**src/rtl/acl_spi_sequencer_pkg.sv**
```systemverilog
// Shared types and constants for the ADXL362 SPI sequencer.
package acl_spi_sequencer_pkg;

  typedef enum logic [2:0] {
    ST_IDLE,
    ST_SETUP,
    ST_SEND,
    ST_WAIT_HI,
    ST_WAIT_LO,
    ST_DONE,
    ST_ABORT
  } state_e;

  localparam logic [7:0] CMD_READ       = 8'h0B;
  localparam logic [7:0] CMD_WRITE      = 8'h0A;

  localparam logic [7:0] REG_XDATA_L    = 8'h0E;
  localparam logic [7:0] REG_FILTER_CTL = 8'h2C;
  localparam logic [7:0] REG_POWER_CTL  = 8'h2D;

endpackage

```
**src/rtl/acl_poll_timer.sv**
```systemverilog
// Free-running wrap counter 0..POLL_CYCLES-1; expire_o pulses for one cycle after each wrap.
module acl_poll_timer #(
  parameter int POLL_CYCLES = 1000
) (
  input  logic clk_i,
  input  logic rst_i,
  output logic expire_o
);
  localparam int CW = $clog2(POLL_CYCLES);

  logic [CW-1:0] cnt_q, cnt_d;
  logic          wrap;
  logic          expire_q;

  assign wrap  = (cnt_q == CW'(POLL_CYCLES - 1));
  assign cnt_d = wrap ? '0 : cnt_q + 1'b1;

  always_ff @(posedge clk_i) begin
    if (rst_i) begin
      cnt_q    <= '0;
      expire_q <= 1'b0;
    end else begin
      cnt_q    <= cnt_d;
      expire_q <= wrap;
    end
  end

  assign expire_o = expire_q;

endmodule

```
**src/rtl/acl_spi_sequencer.sv**
```systemverilog
// ADXL362 transaction sequencer: periodic burst reads assembled into one sample word, plus register writes.
// Every output is a register loaded from the next-state decode, so outputs line up with the FSM state.
module acl_spi_sequencer
  import acl_spi_sequencer_pkg::*;
#(
  parameter int         POLL_CYCLES = 1000,
  parameter int         BURST_LEN   = 6,
  parameter logic [7:0] START_ADDR  = REG_XDATA_L,
  parameter int         ACT_TIMEOUT = 64
) (
  input  logic                   clk_i,
  input  logic                   rst_i,
  input  logic                   enable_i,
  input  logic                   wr_req_i,
  input  logic [7:0]             wr_addr_i,
  input  logic [7:0]             wr_data_i,
  output logic                   wr_ack_o,
  output logic                   start_o,
  output logic [7:0]             tx_data_o,
  input  logic                   active_i,
  input  logic [7:0]             rx_data_i,
  output logic                   cs_n_o,
  output logic [8*BURST_LEN-1:0] sample_o,
  output logic                   sample_valid_o,
  output logic                   busy_o,
  output logic                   error_o
);
  localparam int         SW   = 8 * BURST_LEN;
  localparam int         TO_W = $clog2(ACT_TIMEOUT + 1);
  localparam logic [4:0] N_RD = 5'(BURST_LEN + 2);

  state_e          state_q, state_d;
  logic [4:0]      k_q, k_d, n_bytes;
  logic [TO_W-1:0] to_q, to_d;
  logic            rd_q, rd_d;
  logic [7:0]      addr_q, addr_d, data_q, data_d;
  logic [SW-1:0]   shadow_q, shadow_d, sample_q;
  logic [7:0]      tx_q, tx_d;
  logic            poll_pend_q, poll_exp, take_poll;
  logic            start_q, cs_n_q, busy_q, sv_q, ack_q, err_q;

  acl_poll_timer #(.POLL_CYCLES(POLL_CYCLES)) u_poll_timer (
    .clk_i    (clk_i),
    .rst_i    (rst_i),
    .expire_o (poll_exp)
  );

  always_comb begin
    state_d   = state_q;
    k_d       = k_q;
    to_d      = to_q;
    rd_d      = rd_q;
    addr_d    = addr_q;
    data_d    = data_q;
    shadow_d  = shadow_q;
    take_poll = 1'b0;
    n_bytes   = rd_q ? N_RD : 5'd3;
    case (state_q)
      ST_IDLE: begin
        k_d = '0;
        // A held write request always wins over a pending poll.
        if (wr_req_i) begin
          state_d = ST_SETUP;
          rd_d    = 1'b0;
          addr_d  = wr_addr_i;
          data_d  = wr_data_i;
        end else if (poll_pend_q && enable_i) begin
          state_d   = ST_SETUP;
          rd_d      = 1'b1;
          take_poll = 1'b1;
        end
      end
      ST_SETUP: state_d = ST_SEND;
      ST_SEND: begin
        state_d = ST_WAIT_HI;
        to_d    = '0;
      end
      ST_WAIT_HI: begin
        if (active_i) begin
          state_d = ST_WAIT_LO;
        end else if (to_q == TO_W'(ACT_TIMEOUT - 1)) begin
          state_d = ST_ABORT;
        end else begin
          to_d = to_q + 1'b1;
        end
      end
      ST_WAIT_LO: begin
        if (!active_i) begin
          for (int i = 0; i < BURST_LEN; i++) begin
            if (rd_q && k_q == 5'(i + 2)) shadow_d[8*i +: 8] = rx_data_i;
          end
          k_d     = k_q + 5'd1;
          state_d = (k_d < n_bytes) ? ST_SEND : ST_DONE;
        end
      end
      default: state_d = ST_IDLE;
    endcase
  end

  // The byte is loaded on entry to SEND and held until the next SEND.
  always_comb begin
    tx_d = tx_q;
    if (state_d == ST_SEND) begin
      if (k_d == 5'd0)      tx_d = rd_d ? CMD_READ : CMD_WRITE;
      else if (k_d == 5'd1) tx_d = rd_d ? START_ADDR : addr_d;
      else                  tx_d = rd_d ? 8'h00 : data_d;
    end
  end

  always_ff @(posedge clk_i) begin
    if (rst_i) begin
      state_q     <= ST_IDLE;
      k_q         <= '0;
      to_q        <= '0;
      rd_q        <= 1'b0;
      addr_q      <= '0;
      data_q      <= '0;
      shadow_q    <= '0;
      sample_q    <= '0;
      tx_q        <= '0;
      poll_pend_q <= 1'b0;
      start_q     <= 1'b0;
      cs_n_q      <= 1'b1;
      busy_q      <= 1'b0;
      sv_q        <= 1'b0;
      ack_q       <= 1'b0;
      err_q       <= 1'b0;
    end else begin
      state_q     <= state_d;
      k_q         <= k_d;
      to_q        <= to_d;
      rd_q        <= rd_d;
      addr_q      <= addr_d;
      data_q      <= data_d;
      shadow_q    <= shadow_d;
      tx_q        <= tx_d;
      poll_pend_q <= poll_exp | (poll_pend_q & ~take_poll);
      start_q     <= (state_d == ST_SEND);
      cs_n_q      <= !(state_d inside {ST_SETUP, ST_SEND, ST_WAIT_HI, ST_WAIT_LO});
      busy_q      <= (state_d != ST_IDLE);
      sv_q        <= (state_d == ST_DONE) && rd_d;
      ack_q       <= (state_d == ST_DONE) && !rd_d;
      err_q       <= err_q | (state_d == ST_ABORT);
      if (state_d == ST_DONE && rd_d) sample_q <= shadow_d;
    end
  end

  assign start_o        = start_q;
  assign tx_data_o      = tx_q;
  assign cs_n_o         = cs_n_q;
  assign busy_o         = busy_q;
  assign sample_o       = sample_q;
  assign sample_valid_o = sv_q;
  assign wr_ack_o       = ack_q;
  assign error_o        = err_q;

endmodule

```
**config.mk**
```make
export PLATFORM = sky130hd
export DESIGN_NAME = acl_spi_sequencer
export DESIGN_NICKNAME = d
export VERILOG_FILES = /design/src/rtl/acl_spi_sequencer_pkg.sv /design/src/rtl/acl_poll_timer.sv /design/src/rtl/acl_spi_sequencer.sv
export SDC_FILE = /design/constraint.sdc
export NUM_CORES = 1
export LEC_CHECK = 0
export BUFFER_PORTS_ARGS = -buffer_cell sky130_fd_sc_hd__buf_2
export CAP_MARGIN = 5
export CORE_UTILIZATION = 45
export DETAILED_ROUTE_END_ITERATION = 8
export GPL_TIMING_DRIVEN = 1
export PLACE_DENSITY = 0.66
export SETUP_SLACK_MARGIN = 0.15
export SYNTH_ARGS = -nofsm -noshare
export SYNTH_HDL_FRONTEND = slang
export SYNTH_HIERARCHICAL = 1
export SYNTH_SLANG_ARGS = --single-unit
```
**constraint.sdc**
```tcl
create_clock -name clk_i -period 6.85 [get_ports clk_i]
set_input_delay 1.0275 -clock clk_i [delete_from_list [all_inputs] [get_ports clk_i]]
set_output_delay 1.0275 -clock clk_i [all_outputs]
set_load 0.05 [all_outputs]
```
Word-level counts from Yosys, hierarchy flattened
Index checks and enable logic that the tools add are counted.
{"block": "word_totals", "reg_bits": 154, "input_bits": 29, "out_inout_bits": 62, "word_cells": 101}
{"block": "classes", "n_addsub": 3, "order_cmp": 1, "eq_ne": 21, "muxes": 36, "bitwise_logic": 4, "n_reduce_logical": 18}
{"operator": "2-to-1 mux 8 bit", "n": 14}
{"operator": "2-to-1 mux 48 bit", "n": 2}
{"operator": "== test 5 x 3 -> 1 bit (second input constant)", "n": 4}
{"operator": "2-to-1 mux 3 bit", "n": 6}
{"operator": "case mux 3 bit (5 select lines)", "n": 1}
{"operator": "2-to-1 mux 7 bit", "n": 2}
{"operator": "case mux 7 bit (2 select lines)", "n": 1}
{"operator": "== test 3 x 2 -> 1 bit (second input constant)", "n": 4}
{"operator": "== test 3 bit (second input constant)", "n": 4}
{"operator": "adder 10 x 1 -> 10 bit (second input constant)", "n": 1}
{"operator": "== test 10 bit (second input constant)", "n": 1}
{"operator": "== test 5 x 2 -> 1 bit (second input constant)", "n": 2}
{"operator": "case mux 5 bit (2 select lines)", "n": 1}
{"operator": "logical AND 1 bit", "n": 9}
{"operator": "adder 7 x 1 -> 7 bit (second input constant)", "n": 1}
{"operator": "== test 7 x 6 -> 1 bit (second input constant)", "n": 1}
{"operator": "2-to-1 mux 1 bit", "n": 7}
{"operator": "== test 3 x 1 -> 1 bit (second input constant)", "n": 2}
{"operator": "adder 5 x 1 -> 5 bit (second input constant)", "n": 1}
{"operator": "== test 5 x 1 -> 1 bit (second input constant)", "n": 1}
{"operator": "logical NOT 5 bit", "n": 1}
{"operator": "< comparator 5 x 4 -> 1 bit", "n": 1}
{"operator": "2-to-1 mux 5 bit", "n": 1}
{"operator": "2-to-1 mux 4 bit", "n": 1}
{"operator": "11 further kinds", "n": 14}

Depth between registers and ports, before layout
{"block": "logic_depth", "ltp_word": 8, "depth_mapped": 9, "mapped_depth_nobuf": 8}

Hierarchy
Netlist, hierarchy kept.
{"module": "acl_spi_sequencer", "n_inst": 1, "cells_each": 588, "area_each_um2": 5547.8, "seq_area_each_um2": 2862.7}
{"module": "acl_poll_timer", "n_inst": 1, "cells_each": 54, "area_each_um2": 485.5, "seq_area_each_um2": 220.2}

Worst setup path before layout
No wires, ideal clock.
{"block": "synth_path", "kind": "in2reg", "startpoint": "in active_i", "endpoint": "reg sample_q[0], in the netlist sample_o[0]", "setup_time_ns": 0.086, "arrival_time_ns": 2.748, "required_time_ns": 6.764, "setup_slack_ns": 4.017, "stages": 6, "n_path_buf": 0, "path_cell_list": "or4b_1 -> or4_4 -> nor2_2 -> nand2_2 -> mux2i_1 -> a211oi_1"}
{"block": "synth_between", "elab_chain_len": 4, "elab_cells_between_ends": 7, "cone_classes": "eq/ne: 1; mux: 5; reduce/logical: 1"}
{"element": "start: declaration", "line": "acl_spi_sequencer.sv:20", "source": "input logic active_i,"}
{"element": "2-to-1 mux 3 bit, on equally long branches", "line": "acl_spi_sequencer.sv:88, acl_spi_sequencer.sv:79"}
{"element": "case mux 3 bit (5 select lines)", "line": "acl_spi_sequencer.sv:58", "source": "case (state_q)"}
{"element": "== test 3 bit", "line": "acl_spi_sequencer.sv:144", "source": "if (state_d == ST_DONE && rd_d) sample_q <= shadow_d;"}
{"element": "logical AND 1 bit", "line": "acl_spi_sequencer.sv:144"}
{"element": "end signal: assignment", "line": "acl_spi_sequencer.sv:144"}
{"element": "end: declaration", "line": "acl_spi_sequencer.sv:37", "source": "logic [SW-1:0] shadow_q, shadow_d, sample_q;"}
Several ways; a longest one is shown, not always the timed one.
A chain may end at the register's enable or synchronous reset.

Worst setup path in the final report
{"block": "layout_path", "startpoint": "reg k_q[0]", "endpoint": "reg tx_q[6], in the netlist tx_data_o[6]"}
{"block": "layout_between", "elab_chain_len": 6, "elab_cells_between_ends": 12, "cone_classes": "add/sub: 1; order compare: 1; eq/ne: 2; mux: 7; reduce/logical: 1"}
{"element": "start: declaration", "line": "acl_spi_sequencer.sv:33", "source": "logic [4:0] k_q, k_d, n_bytes;"}
{"element": "start signal: assignment", "line": "acl_spi_sequencer.sv:130", "source": "k_q <= k_d;"}
{"element": "adder 5 x 1 -> 5 bit", "line": "acl_spi_sequencer.sv:92", "source": "k_d = k_q + 5'd1;"}
{"element": "< comparator 5 x 4 -> 1 bit / 2-to-1 mux 5 bit (equally long branches)", "line": "acl_spi_sequencer.sv:93, acl_spi_sequencer.sv:88"}
{"element": "2-to-1 mux 3 bit / case mux 5 bit (2 select lines) (equally long branches)", "line": "acl_spi_sequencer.sv:93, acl_spi_sequencer.sv:58"}
{"element": "2-to-1 mux 3 bit / == test 5 x 1 -> 1 bit (equally long branches)", "line": "acl_spi_sequencer.sv:88, acl_spi_sequencer.sv:105"}
{"element": "case mux 3 bit (5 select lines) / 2-to-1 mux 8 bit (equally long branches)", "line": "acl_spi_sequencer.sv:58, acl_spi_sequencer.sv:105"}
{"element": "== test 3 x 2 -> 1 bit / 2-to-1 mux 8 bit (equally long branches)", "line": "acl_spi_sequencer.sv:103, acl_spi_sequencer.sv:104"}
{"element": "end signal: assignment", "line": "acl_spi_sequencer.sv:136", "source": "tx_q <= tx_d;"}
{"element": "end: declaration", "line": "acl_spi_sequencer.sv:38", "source": "logic [7:0] tx_q, tx_d;"}
Several ways; a longest one is shown, not always the timed one.

==> metrics.cfg <==
[run_status]
status=finished, final reports clean

[critical_path]
slowest_stage=o22ai_1
path_common_cell=ha_1
slowest_delay_ns=0.63
r2r-end=tx_data_o[6]
reg2reg_slack_ns=3.63
crit_fanout=11
crit_arrival_ns=3.55
reg2reg_from=k_q[0]
crit_chain=inv_1, ha_1, ha_1, a211o_1, a2111o_1, o22ai_1, nand3_1, o2bb2ai_1
start_kind=register
critPathCaptureType=register
crit_start=k_q[0]
cp_data_required_time_ns=7.18
r2r_cells=8
endpoint=tx_data_o[6]
path_class=reg -> reg

[floorplanning]
die_h_um=118
ios=91
dieArea_mm2=0.0139
fp.dieW_um=118
initial_utilization=0.470
design.core.area_mm2=0.0128
core.rowCount=41

[final_layout]
antenna_cells=0
drive_above_1_share=0.199
multi_input_area_mm2=0.00277
num-fill-cells=1157
seq_area_mm2=0.00308
layout.nets=753
syn2layout_area_growth_pct=19.7

[yosys]
ys.flop_type=dfxtp_1
syn-num-nets=679
synth_top_area_frac=0.511
synth_cell_types=58
ys_warn_count=6
synth_seq_area_share=0.511
ys_top_cells_by_area=dfxtp_1 (51%), mux2i_1 (10%), nor2_1 (8.6%), a211oi_1 (6.0%), nand2_1 (2.4%)
netlist_area_mm2=0.00603
syn_inst=642
synth_seq_cells=154
async_reset_ff_frac=0
yosysMostFrequentCell=dfxtp_1
syn_avg_cell_area_um2=9.40
synth_commonest_cells=dfxtp_1 (154), nor2_1 (139), mux2i_1 (61)
synth_largest_area_cell=dfxtp_1
synth_enable_flop_cells=0

[detailed_routing]
drt_wl_total_mm=13.2
routedWlPerCell_um=14.6
vias_per_cell=5.32
drt_pre_antenna_iters=5
ant_nets=0
drc_errors=0
vias=4779
drt_iter0_markers=308

[global_routing]
grt_pass1_wl_mm=21.5
grt-ovfl-total=0
grt_max_degree=108
track_usage=0.195
grt_pass1_vias=4488
antenna_found_initial=0

[timing]
hold_violations=0
slew_viol_final=0
finalCriticalPeriod_ns=3.22
relSlewSlack=0.307
post-route-period-util=0.470
worst_pin_slew_ns=1.04
finClkSkew_ns=0.00508
fin_setup_tns_ns=0
rsz0062_at_grt=false
finalSetupViolCount=0
max_freq_mhz=311

[min_path]
min-delay-start=u_poll_timer/expire_o
hp-class=reg -> reg

[clocking]
cts.hold.buffers_added=0
post_cts_buffers=0
cts-root-buf=clkbuf_16
tritoncts=yes
cts_buffers=17
ctsResizeCount=0
cts_buffer_depth=2
clkLatencyLatePin_ns=0.41
ctsHtreeMaxLevel=4
path_clk_slew_ns=0.06
clock-sinks=154

[power]
powerDensity_mw_per_mm2=281
leakagePower_nw=3.30
vdd_drop_max_mv=0.156
p_total_mw=2.03

[run]
max_cap_viol_count=0

[place]
dp_hpwl_mm=8.78
gp_congestion=0.838
port_buffers=90

## cell usage in the layout (no fill, tap or decap), types with 4 or more instances in the layout
cell type	synthesis	routed
a211oi_1	48	48
a21oi_1	24	24
a31oi_1	6	6
and2_1	4	4
buf_2	14	89
buf_4	0	5
bufinv_16	0	4
clkbuf_16	0	17
clkbuf_8	0	5
dfxtp_1	154	154
ha_1	8	8
inv_1	9	9
mux2i_1	61	61
nand2_1	39	39
nand2_4	4	4
nand3_1	13	13
nand4_1	5	5
nor2_1	139	139
nor3_1	6	6
o21ai_0	15	15
o2bb2ai_1	4	4
or3_1	4	4
xnor2_1	4	4
xor2_1	7	7
## how the worst min path moves through the flow
stage	depth (start not counted)	slack [ns]	end
global route	1	0.46	u_poll_timer/cnt_q[0]
finish	2	0.45	poll_pend_q
floorplan	2	0.41	poll_pend_q
global placement	1	0.43	u_poll_timer/cnt_q[0]
detailed placement	2	0.44	poll_pend_q
CTS	1	0.45	u_poll_timer/cnt_q[0]
## routing by layer
metal | vias up | global-route usage | share of wire
li1 | 2394 | - | -
met1 | 2266 | 0.257 | 0.48
met2 | 106 | 0.304 | 0.46
met3 | 13 | 0.0518 | 0.042
met4 | 0 | 0.0745 | 0.012
met5 | - | 0 | 0
## critical path: cells and delay by family (launching register included)
| family | cells | cell delay [ns] |
|---|---|---|
| buffers and inverters | 1 | 0.11 |
| adders and majority gates | 2 | 0.63 |
| and+or+nand+nor | 1 | 0.29 |
| DFF | 1 | 0.51 |
| AOI/OAI and AO/OA | 4 | 1.59 |
## power breakdown
part	internal [mW]	switching (mW)
Combinational	0.0339	0.0762
Sequential	0.913	0.0132
Clock	0.653	0.342
## registers in the layout (all words and copies together) (netlist names)
name                   count
sample_o                  48
shadow_q                  48
u_poll_timer/cnt_q        10
addr_q                     8
data_q                     8
tx_data_o                  8
to_q                       7
k_q                        5
state_q                    3
busy_o                     1
cs_n_o                     1
error_o                    1
poll_pend_q                1
rd_q                       1
sample_valid_o             1
start_o                    1
u_poll_timer/expire_o      1
wr_ack_o                   1
## kinds of logic after synthesis
family                   Yosys count  synth area share
buffers and inverters             48            0.0330
multiplexers                      62             0.103
AO/OA/AOI/OAI                    114             0.130
adder cells (fa/ha/maj)            8            0.0166
XOR/XNOR                          11            0.0160
flip-flops                       154             0.511
AND/OR/NAND/NOR                  245             0.190
## metrics by stage
step                 util  setup WS [ns]  hold WS [ns]  std cells  cell area [um2]
floorplan               -           4.02         0.413        642             6030
global placement    0.513           3.66         0.428        869             6590
detailed placement  0.513           3.60         0.439        869             6590
CTS                 0.563           3.64         0.449        899             7220
global route        0.563           3.34         0.460        899             7220
finish              0.563           3.63         0.445        899             7220
## area by class of cell
class / count / area share
Timing Repair Buffer: 94 / 0.0669
Inverter: 9 / 0.00468
Clock inverter: 7 / 0.0191
Clock buffer: 23 / 0.0690
Multi-Input combinational cell: 440 / 0.384
Sequential cell: 154 / 0.427
Tap cell: 172 / 0.0298
(Power assumes the default switching activity.)
